`config.mk`:
```
export PLATFORM = sky130hd
export DESIGN_NAME = ram_port_arbiter
export DESIGN_NICKNAME = d
export VERILOG_FILES = /design/src/rtl/ambilight_pkg.sv /design/src/rtl/rr_arb2.sv /design/src/rtl/ram_port_arbiter.sv
export SDC_FILE = /design/constraint.sdc
export NUM_CORES = 1
export LEC_CHECK = 0
export ABC_AREA = 1
export CAP_MARGIN = 15
export CORE_UTILIZATION = 43
export DETAILED_ROUTE_END_ITERATION = 10
export GPL_ROUTABILITY_DRIVEN = 0
export GPL_TIMING_DRIVEN = 0
export PLACE_DENSITY = 0.94
export SLEW_MARGIN = 25
export SYNTH_ARGS = -nofsm -noshare
export SYNTH_HDL_FRONTEND = slang
export SYNTH_HIERARCHICAL = 1
export SYNTH_SLANG_ARGS = --single-unit
export TNS_END_PERCENT = 10
```
`constraint.sdc`:
```
create_clock -name clk -period 4.1 [get_ports clk]
set_clock_uncertainty 0.15 [all_clocks]
set_input_delay 0.615 -clock clk [delete_from_list [all_inputs] [get_ports clk]]
set_output_delay 0.615 -clock clk [all_outputs]
set_load 0.05 [all_outputs]
```
`src/rtl/ambilight_pkg.sv`:
```
// ambilight_pkg: shared RAM geometry, requester IDs and the read-tag record
package ambilight_pkg;
  localparam int RAM_AW = 13;
  localparam int RAM_DW = 32;
  localparam logic REQ_ZONE = 1'b0;
  localparam logic REQ_LED = 1'b1;
  typedef struct packed {
    logic valid;
    logic owner;
  } rd_tag_t;
endpackage

```
`src/rtl/rr_arb2.sv`:
```
// rr_arb2: two-way round-robin grant; the pointer names who wins a tie
module rr_arb2
  import ambilight_pkg::*;
(
  input  logic       clk,
  input  logic       reset_n,
  input  logic [1:0] req,
  output logic [1:0] gnt
);
  logic ptr;
  always_comb gnt = !reset_n ? 2'b00 : (req == 2'b11) ? (ptr == REQ_LED ? 2'b10 : 2'b01) : req;
  // after a grant the other requester gets priority, so nobody waits more than one grant
  always_ff @(posedge clk) begin
    if (!reset_n) ptr <= REQ_ZONE;
    else if (|gnt) ptr <= gnt[0] ? REQ_LED : REQ_ZONE;
  end
endmodule

```
`src/rtl/ram_port_arbiter.sv`:
```
// ram_port_arbiter: shares the on-chip RAM slave port between the zone writer and LED reader,
// issuing from registers and routing each read response back to its issuer
module ram_port_arbiter
  import ambilight_pkg::*;
#(
  parameter int AW         = RAM_AW,
  parameter int DW         = RAM_DW,
  parameter int BEW        = DW / 8,
  parameter int RD_LATENCY = 1
) (
  input  logic           clk,
  input  logic           reset_n,
  input  logic           r0_valid,
  output logic           r0_ready,
  input  logic           r0_write,
  input  logic [AW-1:0]  r0_addr,
  input  logic [DW-1:0]  r0_wdata,
  input  logic [BEW-1:0] r0_be,
  output logic           r0_rvalid,
  output logic [DW-1:0]  r0_rdata,
  input  logic           r1_valid,
  output logic           r1_ready,
  input  logic           r1_write,
  input  logic [AW-1:0]  r1_addr,
  input  logic [DW-1:0]  r1_wdata,
  input  logic [BEW-1:0] r1_be,
  output logic           r1_rvalid,
  output logic [DW-1:0]  r1_rdata,
  output logic [AW-1:0]  ram_address,
  output logic           ram_chipselect,
  output logic           ram_clken,
  output logic           ram_write,
  output logic [DW-1:0]  ram_writedata,
  output logic [BEW-1:0] ram_byteenable,
  input  logic [DW-1:0]  ram_readdata
);
  generate
    if (RD_LATENCY < 1 || RD_LATENCY > 4) begin : g_bad_latency
      $error("ram_port_arbiter: RD_LATENCY must be within 1..4");
    end
  endgenerate
  logic [1:0] gnt;
  logic sel, sel_write, granted;
  logic [AW-1:0] sel_addr;
  logic [DW-1:0] sel_wdata;
  logic [BEW-1:0] sel_be;
  rd_tag_t [RD_LATENCY:0] tags;
  rd_tag_t resp;
  rr_arb2 u_arb (
    .clk     (clk),
    .reset_n (reset_n),
    .req     ({r1_valid, r0_valid}),
    .gnt     (gnt)
  );
  always_comb begin
    r0_ready  = gnt[0];
    r1_ready  = gnt[1];
    granted   = |gnt;
    sel       = gnt[1] ? REQ_LED : REQ_ZONE;
    sel_write = sel == REQ_LED ? r1_write : r0_write;
    sel_addr  = sel == REQ_LED ? r1_addr : r0_addr;
    sel_wdata = sel == REQ_LED ? r1_wdata : r0_wdata;
    sel_be    = sel == REQ_LED ? r1_be : r0_be;
    resp      = tags[RD_LATENCY];
  end
  // tag stage k lines up with the RAM cycle k clocks after issue, so the last stage meets ram_readdata
  always_ff @(posedge clk) begin
    if (!reset_n) begin
      ram_address    <= '0;
      ram_chipselect <= 1'b0;
      ram_clken      <= 1'b0;
      ram_write      <= 1'b0;
      ram_writedata  <= '0;
      ram_byteenable <= '0;
      tags           <= '0;
      r0_rvalid      <= 1'b0;
      r1_rvalid      <= 1'b0;
      r0_rdata       <= '0;
      r1_rdata       <= '0;
    end else begin
      ram_clken      <= 1'b1;
      ram_chipselect <= granted;
      ram_write      <= granted & sel_write;
      if (granted) begin
        ram_address    <= sel_addr;
        ram_writedata  <= sel_wdata;
        ram_byteenable <= sel_write ? sel_be : '1;
      end
      tags      <= {tags[RD_LATENCY-1:0], rd_tag_t'{valid: granted & ~sel_write, owner: sel}};
      r0_rvalid <= resp.valid && resp.owner == REQ_ZONE;
      r1_rvalid <= resp.valid && resp.owner == REQ_LED;
      if (resp.valid && resp.owner == REQ_ZONE) r0_rdata <= ram_readdata;
      if (resp.valid && resp.owner == REQ_LED) r1_rdata <= ram_readdata;
    end
  end
endmodule
```
Word-level counts from Yosys, hierarchy flattened
Index checks and enable logic that the tools add are counted.

storage, ports and cells
  register bits after elaboration = 123
  input bits = 136
  output and inout bits = 120
  logic and storage cells = 34

cells by class
  equality and inequality tests = 1
  muxes and demuxes = 11
  bitwise logic cells = 4
  reduce and logical (&&, ||, !) cells = 3

operators by type and width
  kind                number
  $mux 32             1
  $mux 13             1
  $mux 4              2
  $mux 2              3
  $mux 1              4
  $and 1x1->1         2
  $eq 2x2->1 const B  1
  $logic_and 1x1->1   2
  $not 1->1           2
  $reduce_or 2->1     1

Longest topological paths before layout
Gate-level depths: netlist (run 1).

  depth in word-level cells = 7
  depth in mapped cells = 10

Hierarchy
Netlist (run 1), hierarchy kept.

modules (own cells, without submodules)
  module            times used  cells an instance  area an instance (sq um)
  ram_port_arbiter  1           693                4,879.7
  rr_arb2           1           10                 56.3

Least setup slack after synthesis (run 1)
OpenSTA, ideal clock, no wires.

  path kind = input -> register
  from = in reset_n
  to = reg ram_address[10]
  setup time = 0.109 ns
  arrival = 2.170 ns
  slack = 1.671 ns
  stages = 9
  cells stage by stage = nand2_1 -> a21oi_1 -> buf_4 -> nor2_8 -> buf_4 -> nand2_1 -> nand3_1 -> nand2_1 -> inv_1

on the way
  elaborated cells on any way between the ends = 4
  classes of those cells = mux: 3; reduce/logical: 1

RTL lines
  what                  line                    RTL
  start, declared       ram_port_arbiter.sv:12  input logic reset_n,
  $mux 2                rr_arb2.sv:11           always_comb gnt = !reset_n ? 2'b00 : (req == 2'b11) ? (ptr == REQ_LED ? 2'b10 : 2'b01) : req;
  named net r0_ready    ram_port_arbiter.sv:14  output logic r0_ready,
  $reduce_or 2->1       ram_port_arbiter.sv:58  granted = |gnt;
  end signal, assigned  ram_port_arbiter.sv:85  ram_address <= sel_addr;
  end, declared         ram_port_arbiter.sv:29  output logic [AW-1:0] ram_address,

The timed path passes the listed nets, and every way through them passes these cells.
A chain may end at the register's enable or synchronous reset.

Final worst setup path (run 1)
  from = in reset_n
  to = out r0_ready

on the way
  word-level cells in the longest chain between the ends = 1

ends and longest elaborated chain
  what           line
  $mux 2         rr_arb2.sv:11
  end, declared  ram_port_arbiter.sv:14

Every way passes these cells.

==> flow_summary_export.csv, run 1 <==
group,metric,value,unit
timing,tightestPinTransition,584,ps
floorplan,start_util,44.7,%
route,ant_nets,0,
yosys,syn-cell-area,0.00494,mm²
worst_setup_path,crit_family,"buffers and inverters",
timing,drv_slew,0,
cts,cts.sinks,123,
cts,clockBufferDepth,2,
global_routing,met2_usage,55.7,%
global_routing,grt_max_degree,17,
worst_setup_path,reg2reg_from,"u_arb/ptr$_SDFFE_PN0P_",
worst_setup_path,r2r_end,"ram_address[12]$_SDFFE_PN0P_",
route,wl,17.5,mm
cts,cts_tree,"done",
worst_setup_path,crit_slowest_cell,"clkdlybuf4s50_1",
worst_setup_path,r2r_slack,2390,ps
floorplan,core_area,0.0110,mm²
yosys,yosysUniqueCellTypes,15,
timing,post-route-min-period,3310,ps
floorplan,fp.dieArea,0.0119,mm²
final_layout,final_common_cell,"clkdlybuf4s50_1",
final_layout,diodes,0,
hold_path,min-delay-path-class,"flop to flop",
final_layout,area_growth,67.6,%
cts,numCtsBuffers,17,
final_layout,nets,1113,
power,p_leak,0.00369,µW
power,ir_drop,0.344,mV
worst_setup_path,startpoint_type,"primary input",
global_routing,grt_pass1_wl,27.0,mm
worst_setup_path,worst-setup-path-type,"primary input to primary output",
route,dr.pass1.iters,5,
route,drc_errors,0,
final_layout,drive_gt1_share,7.08,%
cts,cts_root_buf,"clkbuf_16",
worst_setup_path,worst_path_most_repeated_cell,"clkdlybuf4s50_1",
yosys,synth_seq_cells,123,
hold_path,whs_endpoint,"resp[1]$_SDFF_PN0_",
global_routing,globalRouteOverflowTotal,0,
cts,clk_pin_slew,60,ps
power,power_density,416,mW/mm²
cts,clkLatencyLatePin,410,ps
yosys,syn_inst,703,
global_routing,first_global_vias,5575,
timing,fin_tns_setup,0,ps
run_status,status,"completed",
timing,finalCritPeriodShare,80.8,%
global_routing,met3_usage,10.4,%
worst_setup_path,cp_data_required_time,3340,ps
yosys,yosysWarnings,6,
run,cap_violations,0,
global_routing,grt_antenna_before_repair,0,
global_routing,use_met1,28.8,%
worst_setup_path,crit_fanout,9,
timing,hold_viol_final,0,
route,vias,5673,
worst_setup_path,reg2regPathDepth,7,
route,drt_iter0_drc,414,
worst_setup_path,end_kind,"primary output",
floorplan,die_h,109,µm
floorplan,ios,256,
placement,place_area,0.00766,mm²
timing,fmax,302,MHz
worst_setup_path,slowest_delay,860,ps
hold_path,worstHoldPathCells,2,
cts,postCtsSetupBuffers,0,
cts,cts_max_level,4,
placement,portBuffers,255,
final_layout,ff_latch_area,0.00246,mm²
cts,post_cts_resized,0,
final_layout,layout_common_cells,"clkdlybuf4s50_1 (255), nand2_1 (163), nor2_1 (134)",
final_layout,multiInputGateArea,0.00197,mm²
cts,postCtsHoldBufs,0,
worst_setup_path,path_buf_inv,2,
floorplan,die_width,109,µm
route,routedWlPerCell,15.5,µm
yosys,ys_seq_area_share,49.9,%
route,vias_per_cell,5.02,
placement,hpwlAfterDp,12.7,mm
worst_setup_path,worstPathCellList,"clkdlybuf4s50_1, nand2_1, a21oi_1, clkdlybuf4s50_1",
worst_setup_path,cp.arrival,2550,ps
yosys,avgSynthCellArea,7.02,µm²
final_layout,nFillCells,757,
global_routing,track_usage,30.1,%
hold_path,hold_start,"tags[1]$_SDFF_PN0_",
timing,max-slew-margin-rel,60.9,%
global_routing,grt_busiest_layer,"met2",
timing,setup_viol,0,
floorplan,num_rows,38,
timing,rsz0062_at_grt,"false",
yosys,synthesis.nets,839,
final_layout,final_cell_area,0.00827,mm²
[worst max-delay path by stage]
stage | startpoint | endpoint | slack (ps) | cells after the start
after global routing | reset_n | r1_ready | 740 | 4
after detailed placement | reset_n | r1_ready | 830 | 4
final | reset_n | r0_ready | 790 | 4
after global placement | reset_n | r1_ready | 840 | 4
after floorplan | reset_n | ram_address[10]$_SDFFE_PN0P_ | 1670 | 9
after CTS | reset_n | r0_ready | 790 | 4
[tightest hold or removal path: cells and delay by family, from the launching register on]
family | cells | cell delay (ps)
buf+inv | 1 | 40
flops | 1 | 300
simple gates | 1 | 40
[state kept, by name, summed over array words and instances (netlist names), 2 cells and up]
register,count
r1_rdata,32
ram_byteenable,4
resp,2
r0_rdata,32
ram_writedata,32
tags,2
ram_address,13
[layout make-up]
cell class	instances	area share, %
tap	140	2.12
inverter	71	3.22
sequential	123	29.8
clock inverter	13	2.06
multi-input combinational	464	23.8
buffer	45	2.90
timing repair buffer	255	30.9
clock buffer	18	5.31
[logic make-up (layout without fill, tap and decap cells)]
family / count (synthesis) / after routing / share of synthesized area, %
flops: 123 / 123 / 49.9
buf+inv: 116 / 402 / 10.3
simple gates: 394 / 394 / 32.8
compound gates: 70 / 70 / 7.10
[cells in the mapped netlist]
master	count	share of area, %
nor2_8	1	0.41
clkbuf_1	10	0.76
buf_4	6	0.91
nand3_1	94	9.5
nor3_1	1	0.10
o21ai_0	64	6.5
inv_1	69	5.2
nand2_1	163	12
buf_6	2	0.46
nand2_2	1	0.13
buf_2	27	2.7
a21oi_1	6	0.61
inv_2	2	0.15
nor2_1	134	10
dfxtp_1	123	50
[metal layers]
layer	part of all wire (%)	wire length (µm)	up-vias
met1	34	5960	2613
met4	3.7	649	0
met2	53	9270	279
li1	-	-	2731
met3	9.3	1630	50
met5	0	0	-
[through the flow]
| step | total power, µW | utilization [%] | std cells | hold slack, ps | setup WS [ps] |
|---|---|---|---|---|---|
| 2_1_floorplan | 1630 | - | 703 | 240 | 1670 |
| 3_3_place_gp | 1900 | 69.5 | 1098 | 249 | 839 |
| 3_5_place_dp | 1910 | 69.5 | 1098 | 246 | 831 |
| 4_1_cts | 3450 | 75.0 | 1129 | 261 | 787 |
| 5_1_grt | 3560 | 75.0 | 1129 | 291 | 739 |
| 6_report | 3440 | 75.0 | 1129 | 267 | 786 |
[report_power, final]
| group | total, µW | internal (µW) | switching (µW) |
|---|---|---|---|
| registers | 1270 | 1250 | 27.2 |
| logic | 623 | 263 | 360 |
| clock network | 1540 | 972 | 572 |
No activity file was read; power rests on OpenSTA's default activity.
==> run 2, diff against run 1 <==
Settings changed: CORE_UTILIZATION 43 to 40, PLACE_DENSITY 0.94 to 0.89.
Clock period 4.1 ns to 3.1 ns, I/O delays scaled along.
==> flow_summary_export.csv, run 2 (synthesis results as in run 1) <==
group,metric,value,unit
placement,portBuffers,255,
timing,setup_viol,0,
placement,placed_cells,1105,
final_layout,diodes,0,
run_status,status,"completed",
cts,cts_tree,"done",
timing,hold_ws,262,ps
timing,drv_slew,0,
cts,postCtsHoldBufs,0,
route,drt_iter0_drc,323,
final_layout,finalNonFillerCells,1136,
global_routing,globalRouteOverflowTotal,0,
route,wl,16.3,mm
route,vias,5487,
power,p_leak,0.00372,µW
placement,hpwlAfterDp,12.3,mm
floorplan,die_width,113,µm
global_routing,grt_antenna_before_repair,0,
global_routing,first_global_vias,5270,
cts,cts_max_level,4,
power,power_density,544,mW/mm²
cts,postCtsSetupBuffers,0,
cts,cts_root_buf,"clkbuf_16",
timing,hold_viol_final,0,
cts,post_cts_resized,1,
cts,numCtsBuffers,17,
final_layout,drive_gt1_share,6.57,%
final_layout,layout_common_cells,"clkdlybuf4s50_1 (253), nand2_1 (163), nor2_1 (134)",
worst_setup_path,cp_data_required_time,2480,ps
power,ir_drop,0.281,mV
floorplan,start_util,41.1,%
timing,fmax,351,MHz
route,routedWlPerCell,14.4,µm
timing,tightestPinTransition,585,ps
final_layout,nFillCells,997,
timing,rsz0062_at_grt,"false",
floorplan,fp.dieArea,0.0128,mm²
timing,max-slew-margin-rel,60.9,%
cts,cts.sinks,123,
global_routing,track_usage,26.0,%
timing,post-route-min-period,2850,ps
route,drc_errors,0,
hold_path,min-delay-path-class,"flop to flop",
floorplan,die_h,113,µm
route,dr.pass1.iters,5,
cts,clk_pin_slew,50,ps
timing,finalCritPeriodShare,92.0,%
worst_setup_path,cp.arrival,2240,ps
floorplan,core_area,0.0120,mm²
final_layout,area_growth,67.6,%
run,cap_violations,0,
final_layout,nets,1113,
timing,fin_tns_setup,0,ps
floorplan,ios,256,
worst_setup_path,worst-setup-path-type,"primary input to primary output",
worst_setup_path,end_kind,"primary output",
final_layout,final_common_cell,"clkdlybuf4s50_1",
floorplan,num_rows,40,
worst_setup_path,startpoint_type,"primary input",
route,ant_nets,0,
worst_setup_path,crit_fanout,9,
cts,clockBufferDepth,2,
global_routing,grt_pass1_wl,25.5,mm
global_routing,grt_max_degree,17,
final_layout,reg_top3,"r0_rdata x32, r1_rdata x32, ram_writedata x32",
route,vias_per_cell,4.83,
cts,clkLatencyLatePin,410,ps
run 2: per-stage QoR:
step | util [%] | area [µm²] | total power [µW] | setup WS [ps]
after global placement | 63.9 | 7670 | 2510 | -34.5
after CTS | 68.8 | 8270 | 4530 | 9.79
after floorplan | - | 4940 | 2150 | 821
after detailed placement | 63.9 | 7670 | 2530 | -74.1
final | 68.9 | 8270 | 4500 | 247
after global routing | 68.9 | 8270 | 4670 | 246
run 2: power breakdown:
group / leakage (µW) / internal [µW] / switching [µW]
sequential: 0.00100 / 1650 / 35.5
combinational: 0.00243 / 347 / 467
clock: 0.000288 / 1320 / 674
run 2: worst paths after layout:
| kind | from | to | slack [ps] | cells past startpoint |
|---|---|---|---|---|
| setup reg to reg | u_arb/ptr$_SDFFE_PN0P_ | ram_byteenable[0]$_SDFFE_PN0P_ | 1270 | 9 |
| hold reg to reg | tags[1]$_SDFF_PN0_ | resp[1]$_SDFF_PN0_ | 260 | 2 |
| setup / recovery | reset_n | r1_ready | 250 | 4 |
| hold / removal | tags[1]$_SDFF_PN0_ | resp[1]$_SDFF_PN0_ | 260 | 2 |
run 2: layout make-up:
| type | instances | area (µm²) | share of cell area [%] |
|---|---|---|---|
| buffer | 45 | 240 | 2.90 |
| clock buffer | 25 | 485 | 5.87 |
| clock inverter | 6 | 111 | 1.35 |
| inverter | 71 | 267 | 3.22 |
| multi-input combinational | 464 | 1970 | 23.8 |
| sequential | 123 | 2460 | 29.8 |
| tap | 147 | 184 | 2.22 |
| timing repair buffer | 255 | 2550 | 30.9 |
run 2: critical path, stage by stage:
cell             delay (ps)
clkdlybuf4s50_1         760
nand2_1                  90
a21oi_1                 340
dlygate4sd2_1           580
run 2: layer usage:
metal / part of all wire, % / up-vias / track usage [%]
li1: - / 2732 / -
met1: 38 / 2450 / 27.0
met2: 49 / 262 / 45.2
met3: 8.9 / 43 / 9.21
met4: 3.6 / 0 / 15.1
met5: 0 / - / 0
==> run 3, diff against run 2 <==
Settings changed: CELL_PAD_IN_SITES_DETAIL_PLACEMENT set to 1, CELL_PAD_IN_SITES_GLOBAL_PLACEMENT set to 2, CORE_UTILIZATION 40 to 20, MAX_ROUTING_LAYER set to met4, PLACE_DENSITY 0.89 to 0.88.
==> flow_summary_export.csv, run 3 (synthesis results as in run 1) <==
group,metric,value,unit
power,power_density,526,mW/mm²
timing,tightestPinTransition,592,ps
power,ir_drop,0.266,mV
final_layout,layout_common_cells,"clkdlybuf4s50_1 (253), nand2_1 (163), nor2_1 (134)",
timing,finalCritPeriodShare,94.1,%
power,p_leak,0.00370,µW
final_layout,finalNonFillerCells,1315,
timing,fmax,343,MHz
cts,numCtsBuffers,17,
cts,cts_max_level,4,
cts,cts.sinks,123,
worst_setup_path,crit_fanout,9,
cts,clk_pin_slew,60,ps
global_routing,globalRouteOverflowTotal,0,
worst_setup_path,cp_data_required_time,2480,ps
route,drt_iter0_drc,177,
global_routing,grt_max_degree,17,
worst_setup_path,cp.arrival,2300,ps
final_layout,reg_top3,"r0_rdata x32, r1_rdata x32, ram_writedata x32",
placement,portBuffers,255,
timing,max-slew-margin-rel,60.4,%
timing,drv_slew,0,
global_routing,grt_antenna_before_repair,1,
worst_setup_path,startpoint_type,"primary input",
worst_setup_path,end_kind,"primary output",
route,vias_per_cell,4.12,
cts,postCtsHoldBufs,0,
worst_setup_path,reg2regPathDepth,9,
run_status,status,"completed",
global_routing,first_global_vias,5878,
floorplan,ios,256,
timing,hold_ws,258,ps
final_layout,final_cell_area,0.00846,mm²
placement,placed_cells,1282,
floorplan,num_rows,57,
placement,hpwlAfterDp,15.4,mm
route,vias,5420,
cts,clkLatencyLatePin,420,ps
worst_setup_path,reg2reg_from,"u_arb/ptr$_SDFFE_PN0P_",
route,drc_errors,0,
final_layout,drive_gt1_share,7.17,%
timing,post-route-min-period,2920,ps
route,wl,20.3,mm
floorplan,core_area,0.0242,mm²
final_layout,nets,1113,
timing,worst_slack,183,ps
final_layout,nFillCells,2962,
timing,rsz0062_at_grt,"false",
timing,setup_viol,0,
route,dr.pass1.iters,4,
global_routing,track_usage,17.0,%
route,ant_nets,0,
worst_setup_path,r2r_slack,1120,ps
final_layout,final_core_util,34.9,%
placement,place_area,0.00789,mm²
global_routing,grt_pass1_wl,32.0,mm
cts,cts_root_buf,"clkbuf_16",
timing,hold_viol_final,0,
worst_setup_path,worst-setup-path-type,"primary input to primary output",
route,routedWlPerCell,15.4,µm
run,cap_violations,0,
floorplan,die_width,159,µm
placement,place_ws,-123,ps
floorplan,die_h,159,µm
worst_setup_path,r2r_end,"ram_byteenable[2]$_SDFFE_PN0P_",
floorplan,fp.dieArea,0.0253,mm²
floorplan,start_util,20.4,%
final_layout,area_growth,71.4,%
cts,postCtsSetupBuffers,0,
cts,clockBufferDepth,2,
cts,cts_tree,"done",
worst_setup_path,critPathLaunch,"reset_n",
final_layout,final_common_cell,"clkdlybuf4s50_1",
worst_setup_path,crit_end,"r1_ready",
hold_path,min-delay-path-class,"flop to flop",
[run 3: changes by cell type in the layout (fill, tap and decap cells not counted), sizes merged]
cell,change
inv,+8
diode,+1
bufinv,-3
clkinvlp,+2
clkinv,+1
clkbuf,-7
[run 3: timing repair]
| action | 4_1_cts | 5_1_grt |
|---|---|---|
| endpoints found under the setup margin | 1 | 1 |
| gates cloned | 0 | 0 |
| resized for setup | 1 | 1 |
| pin swaps | 0 | 0 |
[run 3: where the power goes]
part           switching (µW)  internal (µW)  total (µW)
sequential               33.9           1650        1680
clock                     873           1070        1950
combinational             476            347         823
total                    1380           3070        4450
[run 3: worst min-delay path by stage]
stage	to	slack, ps	start	cells after the start
floorplan	resp[0]$_SDFF_PN0_	240	tags[0]$_SDFF_PN0_	2
global placement	resp[0]$_SDFF_PN0_	260	tags[0]$_SDFF_PN0_	2
detailed placement	resp[1]$_SDFF_PN0_	250	tags[1]$_SDFF_PN0_	2
CTS	resp[1]$_SDFF_PN0_	270	tags[1]$_SDFF_PN0_	2
global route	resp[1]$_SDFF_PN0_	280	tags[1]$_SDFF_PN0_	2
finish	resp[1]$_SDFF_PN0_	260	tags[1]$_SDFF_PN0_	2
[run 3: layout make-up]
class | instances | area, µm² | area share, %
Timing Repair Buffer | 255 | 2550 | 30.2
Buffer | 45 | 240 | 2.84
Antenna cell | 1 | 2.50 | 0.0296
Clock inverter | 14 | 124 | 1.46
Clock buffer | 18 | 439 | 5.19
Inverter | 71 | 267 | 3.15
Multi-Input combinational cell | 464 | 1970 | 23.2
Sequential cell | 123 | 2460 | 29.1
Tap cell | 324 | 405 | 4.79
[run 3: through the flow]
step / total power (µW) / TNS, ps
after detailed placement: 2550 / -123
final: 4450 / 0
after global placement: 2540 / -164
after global routing: 4660 / 0
after floorplan: 2150 / 0
after CTS: 4540 / 0
[run 3: per-layer routing]
layer  GRT usage [%]  up-vias  share of wire (%)
met3            5.52       15                7.2
met2            28.0      202                 46
met5               -        -                  0
li1                -     2733                  -
met4            4.72        0                1.0
met1            19.9     2470                 45
[run 3: critical path: stages]
cell             delay (ps)
clkdlybuf4s50_1         670
nand2_1                 100
a21oi_1                 460
dlygate4sd2_1           600
